[config.mk]
export PLATFORM = sky130hd
export DESIGN_NAME = serv_seq_ctrl
export DESIGN_NICKNAME = d
export VERILOG_FILES = /design/src/rtl/serv_seq_ctrl.sv
export SDC_FILE = /design/constraint.sdc
export NUM_CORES = 1
export LEC_CHECK = 0
export ABC_CLOCK_PERIOD_IN_PS = 2000
export CAP_MARGIN = 10
export CORE_ASPECT_RATIO = 0.9
export CORE_MARGIN = 3
export CORE_UTILIZATION = 35
export DETAILED_ROUTE_END_ITERATION = 8
export PLACE_DENSITY = 0.62
export SLEW_MARGIN = 40
export SYNTH_ARGS = -nofsm -noshare
export SYNTH_HDL_FRONTEND = slang
export SYNTH_SLANG_ARGS = --single-unit
[constraint.sdc]
create_clock -name clk -period 2 [get_ports clk]
set_input_delay 0.2 -clock clk [delete_from_list [all_inputs] [get_ports clk]]
set_output_delay 0.2 -clock clk [all_outputs]
set_load 0.03 [all_outputs]
[src/rtl/serv_seq_ctrl.sv]
// serv_seq_ctrl: instruction-phase sequencer for the serial core.
// Runs the IDLE/INIT/RUN/TRAP/MEM state machine, the bit counter and its
// phase-done strobe, plus the timer-IRQ pending flag and trap-cause capture.
// A phase lasts 32/W cycles; W must be 1, 2, 4 or 8.
module serv_seq_ctrl #(
    parameter int W        = 1,
    parameter bit WITH_IRQ = 1'b1
) (
    input  logic       clk,
    input  logic       i_rst,
    input  logic       i_rf_ready,
    input  logic       i_two_stage_op,
    input  logic       i_mem_op,
    input  logic       i_e_op,
    input  logic       i_take_branch,
    input  logic       i_mem_misalign,
    input  logic       i_ctrl_misalign,
    input  logic       i_dbus_ack,
    input  logic       i_dbus_err,
    input  logic       i_mtip,
    input  logic       i_timer_irq_en,
    output logic [4:0] o_cnt,
    output logic [3:0] o_cnt_r,
    output logic       o_cnt_en,
    output logic       o_cnt_done,
    output logic       o_init,
    output logic       o_run,
    output logic       o_trap,
    output logic       o_dbus_cyc,
    output logic       o_ctrl_jump,
    output logic       o_pending_irq,
    output logic [1:0] o_trap_cause
);

    localparam logic [2:0] S_IDLE = 3'd0;
    localparam logic [2:0] S_INIT = 3'd1;
    localparam logic [2:0] S_RUN  = 3'd2;
    localparam logic [2:0] S_TRAP = 3'd3;
    localparam logic [2:0] S_MEM  = 3'd4;

    localparam logic [1:0] CAUSE_EOP   = 2'b00;
    localparam logic [1:0] CAUSE_IRQ   = 2'b01;
    localparam logic [1:0] CAUSE_MEM   = 2'b10;
    localparam logic [1:0] CAUSE_CTRL  = 2'b11;

    localparam logic [4:0] CNT_STEP = 5'(W);
    localparam logic [4:0] CNT_LAST = 5'(32 - W);
    localparam int         ROT      = W % 4;

    logic [2:0] state;
    logic [2:0] state_nxt;
    logic [4:0] cnt;
    logic [4:0] cnt_nxt;
    logic [3:0] cnt_r;
    logic [3:0] cnt_r_rot;
    logic       cnt_en;
    logic       cnt_en_nxt;
    logic       cnt_done;
    logic       ctrl_jump;
    logic       stage_one_done;
    logic       pending_irq;
    logic       mtip_r;
    logic       irq_set;
    logic       cause_load;
    logic [1:0] cause_nxt;
    logic [1:0] trap_cause;

    assign cnt_en     = (state == S_INIT) || (state == S_RUN) || (state == S_TRAP);
    assign cnt_en_nxt = (state_nxt == S_INIT) || (state_nxt == S_RUN) || (state_nxt == S_TRAP);

    // The counter is forced back to 0 on the last slice so IDLE/MEM always see 0.
    assign cnt_nxt = (cnt_en && !cnt_done) ? cnt + CNT_STEP : 5'd0;

    // One-hot nibble position rotates by W; for W >= 4 a whole nibble is one slice.
    generate
        if (ROT == 1) begin : g_rot1
            assign cnt_r_rot = {cnt_r[2:0], cnt_r[3]};
        end else if (ROT == 2) begin : g_rot2
            assign cnt_r_rot = {cnt_r[1:0], cnt_r[3:2]};
        end else begin : g_rot0
            assign cnt_r_rot = cnt_r;
        end
    endgenerate

    // Only a rising timer edge raises a request, so a held level cannot retrigger.
    assign irq_set = WITH_IRQ && i_mtip && !mtip_r && i_timer_irq_en;

    // Next-state selection and trap-cause choice.
    always_comb begin
        // NOTE: every output of this block gets a default first so no latch is inferred.
        state_nxt  = state;
        cause_load = 1'b0;
        cause_nxt  = trap_cause;
        case (state)
            S_IDLE: begin
                if (i_rf_ready) begin
                    if (pending_irq) begin
                        state_nxt  = S_TRAP;
                        cause_load = 1'b1;
                        cause_nxt  = CAUSE_IRQ;
                    end else if (i_e_op) begin
                        state_nxt  = S_TRAP;
                        cause_load = 1'b1;
                        cause_nxt  = CAUSE_EOP;
                    end else if (i_two_stage_op && !stage_one_done) begin
                        state_nxt = S_INIT;
                    end else begin
                        state_nxt = S_RUN;
                    end
                end
            end
            S_INIT: begin
                if (cnt_done) begin
                    if (i_mem_misalign) begin
                        state_nxt  = S_TRAP;
                        cause_load = 1'b1;
                        cause_nxt  = CAUSE_MEM;
                    end else if (i_take_branch && i_ctrl_misalign) begin
                        state_nxt  = S_TRAP;
                        cause_load = 1'b1;
                        cause_nxt  = CAUSE_CTRL;
                    end else if (i_mem_op) begin
                        state_nxt = S_MEM;
                    end else begin
                        state_nxt = S_RUN;
                    end
                end
            end
            S_MEM: begin
                if (i_dbus_err) begin
                    state_nxt  = S_TRAP;
                    cause_load = 1'b1;
                    cause_nxt  = CAUSE_MEM;
                end else if (i_dbus_ack) begin
                    state_nxt = S_IDLE;
                end
            end
            S_RUN, S_TRAP: begin
                if (cnt_done) begin
                    state_nxt = S_IDLE;
                end
            end
            default: state_nxt = S_IDLE;
        endcase
    end

    // State, bit counter and registered phase-done strobe.
    always_ff @(posedge clk or posedge i_rst) begin
        if (i_rst) begin
            state    <= S_IDLE;
            cnt      <= 5'd0;
            cnt_r    <= 4'b0001;
            cnt_done <= 1'b0;
        end else begin
            // NOTE: non-blocking assignments keep all flops sampling pre-edge values.
            state    <= state_nxt;
            cnt      <= cnt_nxt;
            cnt_r    <= cnt_en ? cnt_r_rot : cnt_r;
            cnt_done <= cnt_en_nxt && (cnt_nxt == CNT_LAST);
        end
    end

    // Branch decision, two-stage bookkeeping and trap cause.
    always_ff @(posedge clk or posedge i_rst) begin
        if (i_rst) begin
            ctrl_jump      <= 1'b0;
            stage_one_done <= 1'b0;
            trap_cause     <= CAUSE_EOP;
        end else begin
            if (state == S_IDLE) begin
                ctrl_jump <= 1'b0;
            end else if (state == S_INIT) begin
                ctrl_jump <= i_take_branch;
            end
            if (state == S_INIT) begin
                stage_one_done <= 1'b1;
            end else if ((state == S_RUN || state == S_TRAP) && cnt_done) begin
                stage_one_done <= 1'b0;
            end
            if (cause_load) begin
                trap_cause <= cause_nxt;
            end
        end
    end

    // Timer interrupt pending flag; a new edge beats the end-of-trap clear.
    always_ff @(posedge clk or posedge i_rst) begin
        if (i_rst) begin
            mtip_r      <= 1'b0;
            pending_irq <= 1'b0;
        end else begin
            mtip_r <= i_mtip;
            if (irq_set) begin
                pending_irq <= 1'b1;
            end else if (state == S_TRAP && cnt_done) begin
                pending_irq <= 1'b0;
            end
        end
    end

    assign o_cnt         = cnt;
    assign o_cnt_r       = cnt_r;
    assign o_cnt_en      = cnt_en;
    assign o_cnt_done    = cnt_done;
    assign o_init        = (state == S_INIT);
    assign o_run         = (state == S_RUN);
    assign o_trap        = (state == S_TRAP);
    assign o_dbus_cyc    = (state == S_MEM);
    assign o_ctrl_jump   = ctrl_jump;
    assign o_pending_irq = pending_irq;
    assign o_trap_cause  = trap_cause;

endmodule

==> metrics.txt, run 1 <==
status=completed; GPL Wtd Cong=around 0.80; endpoint type of the worst setup path=output port; vias=876; final-report hold violation count=0; RR Startpoint=state[0]; headroom to the max-slew limit=52.54%; DRC=0; clk root buf=clkbuf_4; first-pass GRT wire length=3.608 mm; CTS Hold Bufs=0; leading area contributor after synthesis=dfrtp_1; Final setup viols=0; Post-synth top flop=dfrtp_1; Final Max Slew Viols=0; fin nets=153; ant diodes=0; CTS tree=done; mean post-synth cell area=9.721 um^2; Yosys cell types=35; Clock Path Buffers=2; final WL=2.148 mm; Final Power=1.718 mW; Peak VDD IR=523.8 uV; Synth async-reset ratio=100.0%; Tmin final=1.780 ns; starting density of the core=38.96%; Setup CP Type=register to output port; Row Count=17; Via density=approximately 5; First-pass DRT Iterations=4; Mapped Area=around 1000 um^2; clk_lat worst skew=just under 0.3 ns; CP Launch Type=register; vias in the first global route=about 840; Leakage=roughly 0.6 nW; synthesis-stage register bit count=19; WL/cell=12.20 um; initial DRC count=38; worst hold path class=input port to asynchronous set/reset pin; Slew @ Worst Pin=0.7112 ns; Max Cap Viol=0; largest net degree at the start of global routing=20; hold_ws=0.3129 ns; die area=3570 um^2; Ys Warns=0; Worst Path Arrival=1.58 ns; register area share after synthesis=47.15%; initial antenna violation count=0; Worst Setup SP=state[2]; Die Y=56.99 um; Port Buffers=31; clk sinks=19; post-route ant nets=0; Post-synth EDFFs=0; f_max=0.5618 GHz; synth-to-layout area growth=37.38%; IO Pins=32; total track usage=about an eighth; core box area=2595 um^2; CP Max Fanout=12; Die W=62.65 um; RSZ-0062 raised after global routing=false; Mapped Nets=118; setup bufs post-CTS=0; Power Density=between 1000 and 1500 nW/um^2; CTS HTree Levels=1; post-detail-place hpwl=1.744 mm; worst path required time=1.80 ns; Setup Skew=0.007856 ns; Num CTS Buffers=3; largest cells by area after synthesis=dfrtp_1 (45%), nand2_1 (6.7%), nor4b_4 (4.7%), a21oi_1 (3.0%), o21ai_0 (3.0%); layout cells sized above 1=a little over a tenth; Synth Instances=104; total gr overflow=0; TNS Setup=0 ns; share of the synthesized area in the top cell type=44.55%; Worst-path clk slew=0.10 ns; Final Cycle Share=between 80% and 90%
final timing paths:
| kind | endpoint | slack [ns] | cells past startpoint |
|---|---|---|---|
| max | o_cnt_en | 0.22 | 3 |
| min | o_cnt_r[1] | 0.31 | 2 |
| max reg2reg | o_trap_cause[0] | 0.43 | 5 |
| min reg2reg | o_pending_irq | 0.43 | 1 |
| max in group asynchronous | state[2] | 1.20 | 2 |
| min in group clk | mtip_r | 0.38 | 1 |
per-layer routing:
metal	global-route usage [%]	part of all wire, %
met1	15.61	45
met2	20.36	48
met3	4.724	5.0
met4	3.774	1.4
met5	0	0
repair_timing:
action / in CTS / in global routing
pin swaps: 0 / 0
endpoints found under the setup margin: 5 / 1
gates resized for setup: 5 / 1
cloned: 0 / 0
kinds of logic (layout without fill, tap and decap cells):
| kind of cell | Yosys count | after routing | share of synthesized area, % |
|---|---|---|---|
| AND/OR/NAND/NOR | 49 | 49 | 29.33 |
| AO/OA/AOI/OAI | 23 | 23 | 14.23 |
| flip-flops | 19 | 19 | 47.15 |
| buffers and inverters | 8 | 42 | 4.330 |
| XOR/XNOR | 3 | 3 | 2.599 |
| adder cells (fa/ha/maj) | 1 | 1 | 1.237 |
| multiplexers | 1 | 1 | 1.114 |
layout make-up:
type,instances,area (um^2)
flip-flops and latches,19,478.0
well taps,38,47.55
multi-input cells,77,490.5
clock buffers,4,26.28
fillers,248,1206
repair buffers,33,322.8
inverters,5,23.77
synthesized netlist by cell type (2+ instances only):
cell type,number
o21ai_0,6
nor4b_4,2
inv_1,4
nand2_1,18
nand3_1,4
nor3b_1,2
xor2_1,2
dfrtp_1,18
buf_4,2
o31ai_1,3
nor2b_1,2
nand2b_1,2
nand4b_1,3
and2_1,4
a21oi_1,6
nor2_1,7
registers in the layout, summed over array words and instances, names as in the netlist:
signal / flops
o_cnt_r: 4
mtip_r: 1
o_ctrl_jump: 1
stage_one_done: 1
o_cnt_done: 1
o_cnt: 5
o_pending_irq: 1
state: 3
o_trap_cause: 2
critical path: stages (launching register included):
cell and delay (ns):
dfrtp_2 0.50, or2_4 0.31, inv_6 0.08, dlygate4sd2_1 0.40
through the flow:
step | setup slack [ns] | area, um^2 | cells | util [%]
finish | 0.2201 | 1389 | 176 | 53.52
global route | 0.1324 | 1389 | 176 | 53.52
CTS | 0.03116 | 1386 | 176 | 53.42
detailed placement | 0.2197 | 1364 | 172 | 52.56
global placement | 0.2513 | 1364 | 172 | 52.56
floorplan | 0.4618 | 1011 | 104 | -
layout by cell type (no fill, tap or decap), types with 2 or more instances in the layout:
master and count:
nor3b_1 2, and2_1 4, xor2_1 2, buf_4 2
o31ai_1 3, nor2b_1 2, clkdlybuf4s50_1 26, inv_1 4
nor2_1 7, nand2b_1 2, a21oi_1 6, dlygate4sd2_1 4
clkbuf_4 3, nand2_1 18, nand4b_1 3, nand3_1 4
nor4b_4 2, dfrtp_1 17, o21ai_0 6
power breakdown:
part / switching [mW] / internal (mW)
Sequential: 0.104 / 0.481
Clock: 0.104 / 0.0774
Combinational: 0.528 / 0.423
No activity file was read; power rests on OpenSTA's default activity.
==> run 2, diff against run 1 <==
--- a/config.mk
+++ b/config.mk
@@ -5,13 +5,16 @@
 export SDC_FILE = /design/constraint.sdc
 export NUM_CORES = 1
 export LEC_CHECK = 0
+export ABC_AREA = 1
 export ABC_CLOCK_PERIOD_IN_PS = 2000
 export CAP_MARGIN = 10
+export CELL_PAD_IN_SITES_DETAIL_PLACEMENT = 0
+export CELL_PAD_IN_SITES_GLOBAL_PLACEMENT = 1
 export CORE_ASPECT_RATIO = 0.9
 export CORE_MARGIN = 3
-export CORE_UTILIZATION = 35
+export CORE_UTILIZATION = 32
 export DETAILED_ROUTE_END_ITERATION = 8
-export PLACE_DENSITY = 0.62
+export PLACE_DENSITY = 0.76
 export SLEW_MARGIN = 40
 export SYNTH_ARGS = -nofsm -noshare
 export SYNTH_HDL_FRONTEND = slang
==> run 2 against run 1 <==
  * Maximum frequency is 3.0% lower
  * Final cell count rose by 13%
  * Via count is 4.8% higher
==> metrics.txt, run 2 <==
RSZ-0062 raised after global routing=false; largest cells by area after synthesis=dfrtp_1 (45%), nand2_1 (12%), inv_1 (6.4%), nor2_1 (5.3%), nand3_1 (4.5%); die area=3810 um^2 (+6.7%); Peak VDD IR=1083 uV (+110%); f_max=0.5447 GHz (-3.0%); Via density=4.636 (-6.8%); clk_lat worst skew=0.30 ns (about the same); top cells by count, synth=nand2_1 (31), dfrtp_1 (18), inv_1 (17); Clk network pwr share=11.6% (+1.0 points); endpoint type of the worst setup path=output port; Max Cap Viol=0 (unchanged); CTS tree=done; DRC=0 (unchanged); starting density of the core=34.73% (-4.2 points); synth-to-layout area growth=38.79%; register area share after synthesis=47.98% (+0.83 points); Worst-path clk slew=0.11 ns (about the same); Comb power frac=53.6% (-1.8 points); mean post-synth cell area=8.077 um^2 (-17%); CP peak stage delay=0.53 ns (+0.03 ns); Ys Warns=0 (unchanged); max reg flops=5 (unchanged); post-route ant nets=0 (unchanged); clk sinks=19 (unchanged); fin nets=173 (+13%); Die W=64.73 um (+3.3%); layout cells sized above 1=11.39% (+0.52 points); headroom to the max-slew limit=74.42% (+22 points); leading area contributor after synthesis=dfrtp_1; initial DRC count=28 (-26%); vias=918 (+4.8%); slowest CP cell=dfrtp_1; first-pass GRT wire length=3.953 mm (+9.6%); Die Y=58.86 um (+3.3%); Final Power=1.729 mW (+0.64%); share of the synthesized area in the top cell type=45.34% (+0.79 points); worst hold path class=input port to asynchronous set/reset pin; Mapped Area=993.5 um^2 (-1.7%); clk root buf=clkbuf_4; status=completed; Flop pwr share=34.9% (+0.8 points); Worst Path Arrival=1.64 ns (+0.06 ns); Tmin final=1.836 ns (+0.05593 ns); Leakage=0.6726 nW (+12%); Final Cycle Share=91.79% (+2.8 points); Sequential cell area=476.7 um^2 (-0.26%); switching power=0.8090 mW (+9.8%); worst path required time=1.80 ns (about the same); Final Max Slew Viols=0 (unchanged); Port Buffers=31 (unchanged); Setup Skew=0.0008411 ns (-0.007015 ns); Synth Instances=123 (+18%); CTS HTree Levels=1 (unchanged); Mapped Nets=137 (+16%); Synth async-reset ratio=100.0% (unchanged); Num CTS Buffers=3 (unchanged); final non-filler cell total=198 (+13%); cell repeated most along the worst path=inv_2; First-pass DRT Iterations=4 (unchanged); Switching Fraction=46.78% (+3.9 points); area of the multi-input gates=430.4 um^2 (-12%); vias in the first global route=903 (+7.2%); CP Launch Type=register; post-detail-place hpwl=1.826 mm (+4.7%); ant diodes=0 (unchanged); Yosys cell types=23 (-34%); synthesis-stage register bit count=19 (unchanged); TNS Setup=0 ns (unchanged); most common cell after layout, fill and taps aside=nand2_1; core box area=2860 um^2 (+10%); Post-synth top flop=dfrtp_1; count leader, synth=nand2_1; total track usage=13.30% (+0.77 points); fillcell total=303 (+22%); Slew @ Worst Pin=0.3836 ns (-0.3275 ns); CTS Hold Bufs=0 (unchanged); total gr overflow=0 (unchanged); Internal Power=0.9202 mW (-6.2%); IO Pins=32 (unchanged); CP Cell Sequence=inv_2 > nand3_2 > inv_2 > dlygate4sd2_1; Inst Count DP=194 (+13%); final-report hold violation count=0 (unchanged); Row Count=18 (+1); Final setup viols=0 (unchanged); WL/cell=11.63 um (-4.7%); largest net degree at the start of global routing=20 (unchanged); CP Max Fanout=8 (-4); final WL=2.303 mm (+7.2%); Power Density=1254 nW/um^2 (+1.4%); Clock Path Buffers=2 (unchanged); most frequent cells in the layout=nand2_1 (31), clkdlybuf4s50_1 (26), dfrtp_1 (18); Post-synth EDFFs=0 (unchanged); initial antenna violation count=0 (unchanged); Setup CP Type=register to output port; GPL Wtd Cong=0.8019 (+0.68%)
-- run 2: what timing repair did --
item | CTS | global route
cloned | 0 | 0
endpoints found under the setup margin | 3 | 2
gates resized for setup | 3 | 2
setup buffers | 0 | 0
pin swaps | 0 | 0
-- run 2: kinds of logic after synthesis --
group	Yosys count	synth area share, %
AND/OR/NAND/NOR	69	34.63
buffers and inverters	21	8.690
flip-flops	19	47.99
AO/OA/AOI/OAI	12	6.550
XOR/XNOR	1	0.8818
adder cells (fa/ha/maj)	1	1.259
-- run 2: layout make-up --
cell class | count | share of cell area, %
clock buffers | 3 | 1.633
well taps | 40 | 3.630
repair buffers | 32 | 23.14
flip-flops and latches | 19 | 34.57
multi-input cells | 83 | 31.22
clock inverters | 1 | 0.3630
inverters | 20 | 5.445
-- run 2: worst paths after layout --
check,startpoint,to,slack [ns],cells past startpoint
setup / recovery,state[2],o_init,0.16,4
hold / removal,i_rst,o_cnt_r[2],0.20,3
setup reg to reg,state[2],o_trap_cause[0],0.70,7
hold reg to reg,o_trap_cause[1],o_trap_cause[1],0.48,2
max in group asynchronous,i_rst,o_cnt_r[0],1.53,3
min in group clk,i_mtip,mtip_r,0.36,1
-- run 2: routing by layer --
metal / routed length [um] / global-route usage (%) / up-vias
met3: 140 / 3.435 / 2
met2: 1085 / 23.18 / 40
met1: 1069 / 17.11 / 419
li1: - / - / 457
met4: 9 / 1.807 / 0
met5: 0 / 0 / -
-- run 2: power groups by stage --
stage	clock, mW	sequential (mW)	combinational, mW
2_1_floorplan	0	0.738	0.467
3_3_place_gp	0	0.605	0.932
3_5_place_dp	0	0.610	0.948
4_1_cts	0.214	0.604	0.942
5_1_grt	0.219	0.620	1.02
6_report	0.200	0.603	0.926
-- run 2: worst max-delay path: cells and delay by family, from the launching register on --
kind	cells	cell delay, ns
simple gates	1	0.13
flops	1	0.53
buf+inv	3	0.67
-- run 2: through the flow --
step,hold WS [ns],setup slack (ns),cell area [um^2],utilization (%)
6_report,0.2035,0.1641,1379,48.21
5_1_grt,0.2319,0.04060,1379,48.21
4_1_cts,0.2096,0.003797,1374,48.03
3_5_place_dp,0.4618,0.2321,1350,47.20
3_3_place_gp,0.4647,0.2823,1350,47.20
2_1_floorplan,0.1504,0.6946,993.5,-
